--- config.mk ---
export PLATFORM = sky130hd
export DESIGN_NAME = uart_core
export DESIGN_NICKNAME = d
export VERILOG_FILES = /design/src/rtl/uart_core.sv
export SDC_FILE = /design/constraint.sdc
export NUM_CORES = 1
export LEC_CHECK = 0
export CORE_MARGIN = 4
export CORE_UTILIZATION = 36
export DETAILED_ROUTE_END_ITERATION = 8
export GPL_ROUTABILITY_DRIVEN = 0
export SLEW_MARGIN = 25
export SYNTH_ARGS = -nofsm -noshare
export SYNTH_HDL_FRONTEND = slang
export SYNTH_SLANG_ARGS = --single-unit
--- constraint.sdc ---
create_clock -name clk_50m -period 4.9 [get_ports clk_50m]
set_clock_uncertainty 0.2 [all_clocks]
set_input_delay 0.98 -clock clk_50m [delete_from_list [all_inputs] [get_ports clk_50m]]
set_output_delay 0.98 -clock clk_50m [all_outputs]
set_load 0.005 [all_outputs]
--- src/rtl/uart_core.sv ---
// Full-duplex 8N1 UART: one transmitter, one 2-flop-synchronized receiver, CLKS_PER_BIT clocks per bit.
// Latency: tx_busy/start bit one edge after wr_en; rdy about 9.5 bits + 3 clocks after the rx start edge.
// No backpressure: wr_en is ignored while busy; rdy is sticky, and a new byte overwrites dout. UART_LOOPBACK_EN feeds tx into the receiver.
`timescale 1ns/1ps
module uart_core #(
    parameter int CLK_FREQ_HZ  = 50000000,
    parameter int BAUD         = 115200,
    parameter int CLKS_PER_BIT = CLK_FREQ_HZ / BAUD
) (
    input  logic       clk_50m,
    input  logic       rst_n,
    input  logic [7:0] din,
    input  logic       wr_en,
    output logic       tx,
    output logic       tx_busy,
    input  logic       rx,
    output logic       rdy,
    input  logic       rdy_clr,
    output logic [7:0] dout
);
    localparam int CW = $clog2(CLKS_PER_BIT + 1);
    localparam logic [CW-1:0] BIT_END  = CW'(CLKS_PER_BIT - 1);
    localparam logic [CW-1:0] HALF_END = CW'(CLKS_PER_BIT / 2 - 1);

    typedef enum logic [1:0] {S_IDLE, S_START, S_DATA, S_STOP} state_e;

    state_e          tx_state_q;
    logic [CW-1:0]   tx_cnt_q;
    logic [2:0]      tx_idx_q;
    logic [7:0]      tx_shift_q;
    logic            tx_q;
    logic            tx_busy_q;

    state_e          rx_state_q;
    logic [CW-1:0]   rx_cnt_q;
    logic [2:0]      rx_idx_q;
    logic [7:0]      rx_shift_q;
    logic            rx_meta_q;
    logic            rx_sync_q;
    logic            rx_prev_q;
    logic [7:0]      dout_q;
    logic            rdy_q;
    logic            rx_src;

`ifdef UART_LOOPBACK_EN
    logic unused_rx;
    assign rx_src    = tx_q;
    assign unused_rx = rx;
`else
    assign rx_src = rx;
`endif

    always_ff @(posedge clk_50m or negedge rst_n) begin
        if (!rst_n) begin
            tx_state_q <= S_IDLE;
            tx_cnt_q   <= '0;
            tx_idx_q   <= '0;
            tx_shift_q <= '0;
            tx_q       <= 1'b1;
            tx_busy_q  <= 1'b0;
        end else begin
            case (tx_state_q)
                S_IDLE: begin
                    if (wr_en) begin
                        tx_shift_q <= din;
                        tx_q       <= 1'b0;
                        tx_busy_q  <= 1'b1;
                        tx_cnt_q   <= '0;
                        tx_state_q <= S_START;
                    end
                end
                S_START: begin
                    if (tx_cnt_q == BIT_END) begin
                        tx_cnt_q   <= '0;
                        tx_idx_q   <= '0;
                        tx_q       <= tx_shift_q[0];
                        tx_state_q <= S_DATA;
                    end else begin
                        tx_cnt_q <= tx_cnt_q + 1'b1;
                    end
                end
                S_DATA: begin
                    if (tx_cnt_q == BIT_END) begin
                        tx_cnt_q <= '0;
                        if (tx_idx_q == 3'd7) begin
                            tx_q       <= 1'b1;
                            tx_state_q <= S_STOP;
                        end else begin
                            tx_idx_q <= tx_idx_q + 3'd1;
                            tx_q     <= tx_shift_q[tx_idx_q + 3'd1];
                        end
                    end else begin
                        tx_cnt_q <= tx_cnt_q + 1'b1;
                    end
                end
                S_STOP: begin
                    if (tx_cnt_q == BIT_END) begin
                        tx_cnt_q   <= '0;
                        tx_busy_q  <= 1'b0;
                        tx_state_q <= S_IDLE;
                    end else begin
                        tx_cnt_q <= tx_cnt_q + 1'b1;
                    end
                end
                default: tx_state_q <= S_IDLE;
            endcase
        end
    end

    // rdy_clr is applied first so a byte completing on the same edge wins.
    always_ff @(posedge clk_50m or negedge rst_n) begin
        if (!rst_n) begin
            rx_meta_q  <= 1'b1;
            rx_sync_q  <= 1'b1;
            rx_prev_q  <= 1'b1;
            rx_state_q <= S_IDLE;
            rx_cnt_q   <= '0;
            rx_idx_q   <= '0;
            rx_shift_q <= '0;
            dout_q     <= '0;
            rdy_q      <= 1'b0;
        end else begin
            rx_meta_q <= rx_src;
            rx_sync_q <= rx_meta_q;
            rx_prev_q <= rx_sync_q;
            if (rdy_clr) rdy_q <= 1'b0;
            case (rx_state_q)
                S_IDLE: begin
                    if (rx_prev_q && !rx_sync_q) begin
                        rx_cnt_q   <= '0;
                        rx_state_q <= S_START;
                    end
                end
                S_START: begin
                    if (rx_cnt_q == HALF_END) begin
                        rx_cnt_q <= '0;
                        rx_idx_q <= '0;
                        rx_state_q <= rx_sync_q ? S_IDLE : S_DATA;
                    end else begin
                        rx_cnt_q <= rx_cnt_q + 1'b1;
                    end
                end
                S_DATA: begin
                    if (rx_cnt_q == BIT_END) begin
                        rx_cnt_q             <= '0;
                        rx_shift_q[rx_idx_q] <= rx_sync_q;
                        if (rx_idx_q == 3'd7) rx_state_q <= S_STOP;
                        else                  rx_idx_q   <= rx_idx_q + 3'd1;
                    end else begin
                        rx_cnt_q <= rx_cnt_q + 1'b1;
                    end
                end
                S_STOP: begin
                    if (rx_cnt_q == BIT_END) begin
                        rx_cnt_q   <= '0;
                        rx_state_q <= S_IDLE;
                        if (rx_sync_q) begin
                            dout_q <= rx_shift_q;
                            rdy_q  <= 1'b1;
                        end
                    end else begin
                        rx_cnt_q <= rx_cnt_q + 1'b1;
                    end
                end
                default: rx_state_q <= S_IDLE;
            endcase
        end
    end

    assign tx      = tx_q;
    assign tx_busy = tx_busy_q;
    assign rdy     = rdy_q;
    assign dout    = dout_q;
endmodule

# Yosys cells after proc, flatten, opt, wreduce, memory -nomap -nowiden
# Index checks and enable logic that the tools add are counted.
[totals]
elab_cells = 110
out_inout_bits = 11
inputBits = 13
ff_bits = 58
[classes]
eq_ne = 23
addsub = 4
n_reduce_logical = 20
muxes = 45
n_lt_le_gt_ge = 3
[op_table]
columns = ["operator", "count"]
rows = [
  ["two-way mux 9 bit", 5],
  ["one-hot mux 9 bit (3 select lines)", 1],
  ["inequality test 2 bit (second input constant)", 12],
  ["two-way mux 2 bit", 11],
  ["adder 9 x 1 -> 9 bit (second input constant)", 2],
  ["equality test 9 bit (second input constant)", 2],
  ["two-way mux 3 bit", 6],
  ["one-hot mux 9 bit (2 select lines)", 1],
  ["one-hot mux 2 bit (4 select lines)", 2],
  ["two-way mux 1 bit", 12],
  ["one-hot mux 3 bit (2 select lines)", 2],
  ["AND reduction 4 bit", 3],
  ["AND reduction 5 bit", 2],
  ["equality test 9 x 8 -> 1 bit (second input constant)", 1],
  ["bitwise mux 8 bit", 1],
  ["equality test 2 bit (second input constant)", 4],
  ["< comparator 3 x 4 -> 1 bit (second input constant)", 2],
  ["adder 3 x 1 -> 3 bit (second input constant)", 2],
  ["equality test 3 bit (second input constant)", 2],
  ["AND reduction 3 bit", 2],
  ["nonzero test 2 bit", 3],
  ["equality test 2 x 1 -> 1 bit (second input constant)", 2],
  ["zero test 2 bit", 2],
  ["AND reduction 2 bit", 2],
  ["other kinds (10)", 11],
]

# Longest topological paths before layout
# Gate-level depths: netlist of run 1.
[logic_depth]
ltp_word = 6
mapped_depth = 7
ltp_nobuf = 6

# Worst setup path before layout of run 1
# Ideal clock, no wire load.
[synth_timing]
path_type = "reg-to-reg"
start = "register tx_state_q[0]"
end = "register tx_state_q[1]"
arrival_ns = 1.795
period_less_slack_ns = 2.120
path_stages_with_launch = 7
n_path_buf = 1
path_slack_ns = 2.780
setup_time_ns = 0.125
t_required_ns = 4.575
path_cell_list = "dfrtp_1 inv_1 ha_1 clkbuf_1 or3_1 a221oi_2 mux2_2"
[synth_via]
elab_chain_cells = 3
word_cells_on_any_way = 11
classes_between = "eq/ne (8); mux (1); reduce/logical (2)"
[synth_rtl]
columns = ["item", "line", "source"]
rows = [
  ["start, declared", "27", "state_e tx_state_q;"],
  ["start signal, assigned", "55", "tx_state_q <= S_IDLE;"],
  ["start signal, assigned", "69", "tx_state_q <= S_START;"],
  ["start signal, assigned", "77", "tx_state_q <= S_DATA;"],
  ["equality test 2 bit, or another cell as far along", "62", "case (tx_state_q)"],
  ["inequality test 2 bit (no source line)", "--", ""],
  ["AND reduction 5 bit (no source line)", "--", ""],
]
# Several ways; a longest one is shown, not always the timed one.
# A chain may end at the register's enable or synchronous reset.

# Final worst setup path of run 1
[layout_timing]
start = "input port wr_en"
end = "register tx_state_q[1]"
[layout_via]
elab_chain_cells = 2
[layout_rtl]
columns = ["item", "line", "source"]
rows = [
  ["start, declared", "13", "input logic wr_en,"],
  ["inequality test 2 bit (no source line)", "--", ""],
  ["AND reduction 5 bit (no source line)", "--", ""],
]
# No other way between the ends.

==> impl_metrics.py, run 1 <==
metrics = {
    "status": {
        "outcome": "completed",
    },
    "finish": {
        "area_delta_synth_final_pct": 16.32,
        "antenna_cells": 0,
        "seqCellArea_um2": 1456,
        "multi_input_area_um2": 1524,
        "final_area_um2": 3602,
        "final_nets": 329,
        "drive_above_1_share_pct": 16.61,
        "n_fill_cell": 798,
        "instances_no_fill": 412,
    },
    "grt": {
        "gr-usage-met2_pct": 18.18,
        "antenna_found_initial": 0,
        "grt_overflow_total": 0,
        "grt_start_max_net_pins": 38,
        "grt_pass1_vias": 2088,
        "grt_pass1_wl_um": 9970,
        "grt_use_met1_pct": 16.97,
        "grt_use_total_pct": 12.13,
        "grtUsageMet3_pct": 2.422,
        "top_usage_layer": "met2",
    },
    "synth": {
        "yosys.area_share.simple_pct": 18.02,
        "synth_top_family_by_area": "simple AND/OR/NAND/NOR gates",
        "synth_flop_cell": "dfrtp_1",
        "synth_area_um2": 3097,
        "yosysWarningCount": 0,
        "async_reset_ff_share_pct": 100.0,
        "ys_seq_elements": 58,
        "avgSynthCellArea_um2": 11.14,
        "synth_area_leaders": "dfrtp_1 44%, mux2_2 6.5%, ha_1 5.7%",
        "synth_fa_ha_area_share_pct": 5.657,
        "syn_inst": 278,
        "synth_most_common_cell": "dfrtp_1",
        "yosysSeqAreaShare_pct": 47.03,
        "synth.top_cell.area_share_pct": 43.64,
        "synth_top_cells_by_count": "54 x dfrtp_1, 32 x nand2_1, 19 x o21ai_0",
        "synth_edf_count": 0,
        "synthDistinctLibCells": 51,
        "synth-xor-area-share_pct": 1.131,
        "synth_compound_area_share_pct": 12.20,
        "synth_mux_area_share_pct": 12.20,
        "synth_area_leader_cell": "dfrtp_1",
        "synth_nets": 305,
    },
    "critical_path": {
        "cp.arrival_ns": 2.59,
        "crit_path_max_fanout": 12,
        "crit_path_end_kind": "flop",
        "r2r_start": "tx_state_q[0]$_DFFE_PN0P_",
        "startpoint_type": "input port",
        "worstPathRequired_ns": 4.91,
        "crit_slowest_cell": "nor2b_1",
        "crit_start": "wr_en",
        "cpPeakStageDelay_ns": 0.72,
        "path_class": "in2reg",
        "crit_chain": "clkdlybuf4s50_1 -> nor2b_1 -> a221oi_2 -> mux2_2",
    },
    "timing": {
        "finalHoldWorstSlack_ns": 0.1588,
        "drv_slew": 0,
        "finalHoldViolations": 0,
        "setup_viol": 0,
        "rsz0062_at_grt": "false",
        "fin_ws_ns": 2.324,
        "worst_slew_pin_slew_ns": 0.8890,
        "period_share_pct": 52.56,
        "fin_crit_ns": 2.576,
        "slew-limit-headroom_pct": 40.61,
        "timing.fmax_mhz": 388.3,
        "setup_tns_ns": 0,
    },
    "floorplanning": {
        "row_count": 33,
        "die_w_um": 100.7,
        "die_h_um": 100.7,
        "io_pins": 24,
        "core_um2": 8299,
        "dieArea_um2": 10150,
        "initial_core_util_pct": 37.31,
    },
    "job": {
        "drv_cap": 0,
    },
    "clock_network": {
        "cts.sinks": 58,
        "clock_path_buffers": 2,
        "h-tree-depth": 3,
        "cts_setup_buffers": 0,
        "cts-resized-gates": 0,
        "cts_hold_buf": 0,
        "cts.clk_slew.worst_paths_ns": 0.07,
        "cts_buffers": 9,
        "cts_tree": "done",
        "clock-root-buffer": "clkbuf_8",
        "clk-insertion-delay-late_ns": 0.32,
    },
    "route": {
        "wl_per_cell_um": 13.74,
        "dr.pass1.iters": 4,
        "drc": 0,
        "wirelength_um": 5659,
        "drt.antenna.violating_nets": 0,
        "vias_per_cell": 5.214,
        "drt_iter0_markers": 72,
        "vias": 2148,
    },
    "power_and_ir_drop": {
        "p_int_w": 0.0008177,
        "combPwrFrac_pct": 11.6,
        "pwr-share-clk_pct": 39.7,
        "p_sw_share_pct": 26.51,
        "seqPwrFrac_pct": 48.8,
        "p_per_area_nw_per_um2": 308.9,
        "p_leak_nw": 1.650,
        "power_switching_w": 0.0002950,
        "vdd_drop_max_mv": 0.1402,
    },
    "placement": {
        "numPortBuffers": 23,
        "placed_area_um2": 3405,
        "dp_slack_ns": 1.985,
        "hpwl_um": 3883,
        "dpl.cell_count": 396,
    },
    "min_path": {
        "min_from": "rx_meta_q$_DFF_PN1_",
        "worstHoldPathType": "reg2reg",
    },
}
-- per-layer routing --
layer | wire [um] | up-vias
li1 | - | 1058
met1 | 2832 | 1045
met2 | 2522 | 36
met3 | 196 | 9
met4 | 107 | 0
met5 | 0 | -
-- logic make-up after synthesis --
family                   count (synthesis)
multiplexers                            32
AND/OR/NAND/NOR                         91
XOR/XNOR                                 4
buffers and inverters                   26
adder cells (fa/ha/maj)                 14
flip-flops                              58
AO/OA/AOI/OAI                           53
-- flip-flops by register name, summed over array words and instances (netlist names), 2 cells and up, named ones only --
name	cells
rx_idx_q	3
tx_shift_q	8
tx_cnt_q	9
tx_state_q	2
dout	8
rx_cnt_q	9
rx_shift_q	8
tx_idx_q	3
-- cell usage in the layout, fill, tap and decap left out, types with 4 or more instances in the layout --
cell             count
dfrtp_1             54
nand2_1             32
clkdlybuf4s50_1     22
o21ai_0             19
mux2_2              18
inv_1               14
ha_1                14
clkbuf_8            11
nand3_1             10
nor2_1               9
mux2_1               8
a21oi_1              5
nor3_1               5
a22o_1               5
a211oi_1             4
xnor2_1              4
mux2i_1              4
nand4_1              4
dfstp_2              4
-- final cells by class --
| type | count | area share (%) |
|---|---|---|
| tap | 105 | 3.647 |
| inverter | 14 | 1.459 |
| timing repair buffer | 25 | 6.669 |
| clock buffer | 14 | 4.515 |
| sequential | 58 | 40.43 |
| clock inverter | 2 | 0.9726 |
| multi-input combinational | 194 | 42.31 |
-- per-stage QoR --
stage	utilization (%)	total power, W
4_1_cts	43.40	0.001130
3_5_place_dp	41.02	0.0006828
2_1_floorplan	-	0.0006353
6_report	43.40	0.001113
5_1_grt	43.40	0.001175
3_3_place_gp	41.02	0.0006792
-- worst max-delay path: cells and delay by family --
family | cells | cell delay (ns)
and+or+nand+nor | 1 | 0.72
muxes | 1 | 0.32
AOI/OAI and AO/OA | 1 | 0.10
buffers and inverters | 1 | 0.47
-- power groups by stage --
stage               clock network (W)  logic, W  registers [W]
CTS                          0.000456  0.000132       0.000542
detailed placement                  0  0.000132       0.000551
floorplan                           0  0.000107       0.000528
global route                 0.000478  0.000149       0.000548
finish                       0.000442  0.000129       0.000542
global placement                    0  0.000129       0.000550
-- final timing paths --
path | depth (start not counted) | to | slack, ns
hold reg to reg | 0 | rx_sync_q$_DFF_PN1_ | 0.16
min in group asynchronous | 1 | tx_state_q[0]$_DFFE_PN0P_ | 0.41
hold / removal | 0 | rx_sync_q$_DFF_PN1_ | 0.16
max in group asynchronous | 2 | rx_prev_q$_DFF_PN1_ | 3.21
setup / recovery | 4 | tx_state_q[1]$_DFFE_PN0P_ | 2.32
setup reg to reg | 5 | tx_state_q[1]$_DFFE_PN0P_ | 2.48
No activity file was read; power rests on OpenSTA's default activity.
==> run 2: changes to the inputs <==
- clock period: 4.9 -> 2.52 ns (I/O delays scaled with it)
==> run 2 against run 1 <==
Effect of this change: sequential power grew 94%; combinational power rose by 100%; cell count is 0.97% higher; worst hold slack worse by 0.0013 ns; first-iteration DRC count increased by 83%; worst setup slack worse by 2.1 ns; power up 110%; die area stayed put; flip-flop and latch count did not move; largest power group unchanged.
==> impl_metrics.py, run 2 (synthesis gave the netlist of run 1 again) <==
metrics = {
    "route": {
        "vias_per_cell": 5.233,
        "wirelength_um": 5707,
        "vias": 2177,
        "dr.pass1.iters": 5,
        "drt.antenna.violating_nets": 0,
        "wl_per_cell_um": 13.72,
        "drt_iter0_markers": 132,
        "drc": 0,
    },
    "clock_network": {
        "clock-root-buffer": "clkbuf_8",
        "cts_buffers": 9,
        "cts.sinks": 58,
        "cts_setup_buffers": 0,
        "h-tree-depth": 3,
        "clk-insertion-delay-late_ns": 0.34,
        "clock_path_buffers": 2,
        "cts_tree": "done",
        "cts.clk_slew.worst_paths_ns": 0.07,
    },
    "finish": {
        "n_fill_cell": 774,
        "antenna_cells": 0,
        "reg.largest.list": "rx_cnt_q (9), tx_cnt_q (9)",
        "final_common_cell": "dfrtp_1",
        "final_nets": 333,
        "area_delta_synth_final_pct": 19.07,
        "final_cell_mix": "54 x dfrtp_1, 32 x nand2_1, 22 x clkdlybuf4s50_1, 19 x o21ai_0, 18 x mux2_2",
        "drive_above_1_share_pct": 18.33,
        "final_area_um2": 3687,
    },
    "job": {
        "drv_cap": 0,
    },
    "timing": {
        "rsz0062_at_grt": "false",
        "period_share_pct": 90.61,
        "fin_crit_ns": 2.283,
        "worst_slew_pin_slew_ns": 0.6099,
        "timing.fmax_mhz": 438.0,
        "finalHoldViolations": 0,
        "setup_viol": 0,
        "slew-limit-headroom_pct": 59.34,
        "drv_slew": 0,
        "setup_tns_ns": 0,
    },
    "power_and_ir_drop": {
        "p_leak_nw": 1.693,
        "p_per_area_nw_per_um2": 629.5,
        "p_int_w": 0.001719,
        "p_sw_share_pct": 25.94,
        "combPwrFrac_pct": 11.2,
        "pwr-share-clk_pct": 43.3,
        "seqPwrFrac_pct": 45.4,
        "vdd_drop_max_mv": 0.3325,
        "power_switching_w": 0.0006022,
    },
    "floorplanning": {
        "initial_core_util_pct": 37.31,
        "core_um2": 8299,
        "row_count": 33,
        "die_w_um": 100.7,
        "die_h_um": 100.7,
        "io_pins": 24,
        "dieArea_um2": 10150,
    },
    "grt": {
        "grt_pass1_wl_um": 10250,
        "grt_use_total_pct": 12.71,
        "grt_pass1_vias": 2144,
        "grt_overflow_total": 0,
        "antenna_found_initial": 0,
        "grt_start_max_net_pins": 34,
    },
    "critical_path": {
        "worstPathRequired_ns": 2.54,
        "path_class": "reg2reg",
        "crit_path_max_fanout": 10,
        "cp.arrival_ns": 2.30,
        "startpoint_type": "flop",
        "crit_path_end_kind": "flop",
    },
    "status": {
        "outcome": "completed",
    },
    "placement": {
        "placed_area_um2": 3440,
        "numPortBuffers": 23,
        "hpwl_um": 4010,
    },
    "min_path": {
        "worstHoldPathType": "reg2reg",
    },
}
run 2: per-stage QoR:
step	total power (W)	std cells	worst slack [ns]	utilization [%]	hold WS (ns)
finish	0.002321	416	0.2367	44.43	0.1575
global route	0.002455	416	0.03207	44.43	0.1651
CTS	0.002362	416	0.2303	44.43	0.1580
detailed placement	0.001333	399	0.2474	41.44	0.1475
global placement	0.001329	399	0.2768	41.44	0.1489
floorplan	0.001235	278	0.3999	-	0.008409
run 2: layer usage:
metal  vias to the layer above  wire (um)  global-route usage [%]
li1                       1069          -                       -
met4                         0        126                   5.699
met5                         -          0                       0
met3                        10        266                   4.083
met1                      1051       2754                   16.78
met2                        47       2560                   18.99
run 2: worst max-delay path, stage by stage (launching register included):
cell and delay [ns]:
dfrtp_1 0.41, inv_1 0.09, ha_1 0.19, nand4b_4 0.19, nor4_4 0.50, and4bb_1 0.28, mux2_1 0.31
run 2: final cells by class:
cell class                      count  area, um^2  share of cell area, %
Multi-Input combinational cell    194        1524                  41.33
Sequential cell                    58        1456                  39.50
Timing Repair Buffer               29       285.3                  7.737
Clock buffer                       12       165.2                  4.479
Tap cell                          105       131.4                  3.563
Clock inverter                      4       72.57                  1.968
Inverter                           14       52.55                  1.425
run 2: worst paths after layout:
check | cells past startpoint | slack (ns) | from | end
hold / removal | 0 | 0.16 | rx_meta_q$_DFF_PN1_ | rx_sync_q$_DFF_PN1_
setup reg to reg | 6 | 0.24 | rx_cnt_q[1]$_DFFE_PN0P_ | rx_shift_q[4]$_DFFE_PN0P_
min in group asynchronous | 2 | 0.52 | rst_n | tx_shift_q[0]$_DFFE_PN0P_
setup / recovery | 6 | 0.24 | rx_cnt_q[1]$_DFFE_PN0P_ | rx_shift_q[4]$_DFFE_PN0P_
hold reg to reg | 0 | 0.16 | rx_meta_q$_DFF_PN1_ | rx_sync_q$_DFF_PN1_
max in group asynchronous | 3 | 0.95 | rst_n | rx_prev_q$_DFF_PN1_
run 2: power by group through the flow:
stage | combinational (W) | sequential, W | clock, W
final | 0.000260 | 0.00105 | 0.00101
after global placement | 0.000257 | 0.00107 | 0
after global routing | 0.000300 | 0.00107 | 0.00109
after floorplan | 0.000208 | 0.00103 | 0
after CTS | 0.000263 | 0.00106 | 0.00104
after detailed placement | 0.000260 | 0.00107 | 0
run 2: what timing repair did:
action	in CTS	in global routing
hold buffers	1	0
hold endpoints to repair	22	0
resized for setup	0	0
==> run 3: changes to the inputs <==
- CORE_ASPECT_RATIO: default -> 0.6
- HOLD_SLACK_MARGIN: default -> 0.12
==> run 3 against run 2 <==
Effect of this change: sequential share of layout area is 0.67 points lower; clock-buffer cell count grew 1; via count rose by 0.37%; die area grew 0.48%; worst hold slack improved by 0.013 ns; final area up 1.7%; power increased by 8.7%; wire length grew 6.8%; cell count rose by 0.96%; combinational power grew 6%; maximum frequency decreased by 0.53%; non-clock buffer count grew 1; critical path type unchanged.
==> impl_metrics.py, run 3 (synthesis gave the netlist of run 1 again) <==
metrics = {
    "status": {
        "outcome": "completed",
    },
    "clock_network": {
        "cts_setup_buffers": 0,
        "cts_tree": "done",
        "clock-root-buffer": "clkbuf_16",
        "cts.sinks": 58,
        "cts-resized-gates": 0,
        "cts_buffers": 9,
        "clock_path_buffers": 2,
        "clk-insertion-delay-late_ns": 0.33,
        "cts_hold_buf": 1,
        "cts.clk_slew.worst_paths_ns": 0.05,
        "h-tree-depth": 3,
    },
    "timing": {
        "fin_crit_ns": 2.295,
        "timing.fmax_mhz": 435.6,
        "finalHoldViolations": 0,
        "period_share_pct": 91.09,
        "worst_slew_pin_slew_ns": 0.5968,
        "drv_slew": 0,
        "setup_tns_ns": 0,
        "slew-limit-headroom_pct": 60.21,
        "finalHoldWorstSlack_ns": 0.1702,
        "setup_viol": 0,
        "rsz0062_at_grt": "false",
    },
    "critical_path": {
        "worstPathRequired_ns": 2.53,
        "path_class": "reg2reg",
        "crit_path_end_kind": "flop",
        "rr_endpoint": "rx_shift_q[2]$_DFFE_PN0P_",
        "crit_path_max_fanout": 10,
        "r2r_start": "rx_cnt_q[1]$_DFFE_PN0P_",
        "r2r_cells": 6,
        "startpoint_type": "flop",
        "cp.arrival_ns": 2.30,
        "r2r_slack_ns": 0.22,
    },
    "floorplanning": {
        "die_w_um": 127.7,
        "io_pins": 24,
        "initial_core_util_pct": 38.22,
        "die_h_um": 79.84,
        "row_count": 25,
        "core_um2": 8102,
        "dieArea_um2": 10200,
    },
    "min_path": {
        "min_from": "rx_meta_q$_DFF_PN1_",
        "whs_path_depth": 0,
        "whs_endpoint": "rx_sync_q$_DFF_PN1_",
        "worstHoldPathType": "reg2reg",
    },
    "finish": {
        "drive_above_1_share_pct": 17.63,
        "final_nets": 334,
        "n_fill_cell": 760,
        "final_common_cell": "dfrtp_1",
        "final_cell_mix": "54 x dfrtp_1, 32 x nand2_1, 22 x clkdlybuf4s50_1, 19 x o21ai_0, 18 x mux2_2",
        "antenna_cells": 0,
        "area_delta_synth_final_pct": 21.13,
        "reg.largest.list": "rx_cnt_q (9), tx_cnt_q (9)",
    },
    "route": {
        "drt.antenna.violating_nets": 0,
        "wirelength_um": 6095,
        "dr.pass1.iters": 4,
        "vias": 2185,
        "drc": 0,
        "wl_per_cell_um": 14.51,
        "drt_iter0_markers": 119,
        "vias_per_cell": 5.202,
    },
    "power_and_ir_drop": {
        "p_per_area_nw_per_um2": 672.6,
        "p_leak_nw": 1.723,
        "vdd_drop_max_mv": 0.3318,
    },
    "placement": {
        "numPortBuffers": 23,
        "hpwl_um": 4198,
    },
    "grt": {
        "grt_pass1_wl_um": 10740,
        "grt_use_total_pct": 13.43,
        "grt_pass1_vias": 2177,
        "antenna_found_initial": 0,
        "grt_start_max_net_pins": 59,
        "grt_overflow_total": 0,
    },
    "job": {
        "drv_cap": 0,
    },
}
[run 3: worst max path at each step]
| stage | to | from | slack [ns] | depth (start not counted) |
|---|---|---|---|---|
| after floorplan | tx_state_q[1]$_DFFE_PN0P_ | tx_state_q[0]$_DFFE_PN0P_ | 0.40 | 6 |
| after global placement | rx_shift_q[4]$_DFFE_PN0P_ | rx_cnt_q[1]$_DFFE_PN0P_ | 0.32 | 6 |
| after detailed placement | rx_shift_q[4]$_DFFE_PN0P_ | rx_cnt_q[1]$_DFFE_PN0P_ | 0.22 | 6 |
| after CTS | rx_shift_q[4]$_DFFE_PN0P_ | rx_cnt_q[1]$_DFFE_PN0P_ | 0.21 | 6 |
| after global routing | rx_shift_q[4]$_DFFE_PN0P_ | rx_cnt_q[1]$_DFFE_PN0P_ | 0.07 | 6 |
| final | rx_shift_q[2]$_DFFE_PN0P_ | rx_cnt_q[1]$_DFFE_PN0P_ | 0.22 | 6 |
[run 3: per-layer routing]
layer / part of all wire [%] / global-route usage [%] / wire length, um / vias up
met5: 0 / 0 / 0 / -
met4: 1.0 / 5.297 / 62 / 0
met3: 5.7 / 5.147 / 349 / 8
met2: 41 / 18.58 / 2510 / 49
met1: 52 / 18.69 / 3173 / 1052
li1: - / - / - / 1076
[run 3: critical path, cell delays in order, from the launching register on]
cell,delay [ns]
dfrtp_1,0.40
inv_1,0.09
ha_1,0.20
nand4b_4,0.19
nor4_4,0.51
and4bb_1,0.27
mux2_1,0.32
[run 3: final cells by class]
cell class | count | area [um^2] | area share, %
Timing Repair Buffer | 30 | 292.8 | 7.805
Multi-Input combinational cell | 194 | 1524 | 40.63
Sequential cell | 58 | 1456 | 38.83
Tap cell | 108 | 135.1 | 3.602
Clock buffer | 13 | 250.2 | 6.671
Clock inverter | 3 | 40.04 | 1.067
Inverter | 14 | 52.55 | 1.401
[run 3: stage by stage]
step / setup WS (ns) / utilization, % / cells / total power (W) / cell area, um^2
2_1_floorplan: 0.3999 / - / 278 / 0.001235 / 3097
3_5_place_dp: 0.2219 / 42.59 / 403 / 0.001352 / 3451
5_1_grt: 0.07008 / 46.30 / 420 / 0.002655 / 3751
4_1_cts: 0.2146 / 46.30 / 420 / 0.002564 / 3751
3_3_place_gp: 0.3151 / 42.59 / 403 / 0.001343 / 3451
6_report: 0.2245 / 46.30 / 420 / 0.002523 / 3751
[run 3: power breakdown]
group	switching [W]	internal (W)	leakage (nW)	total, W
registers	0.0000865	0.000976	0.760	0.00106
clock network	0.000399	0.000788	0.144	0.00119
logic	0.000155	0.000120	0.820	0.000275
total	0.000640	0.00188	1.72	0.00252
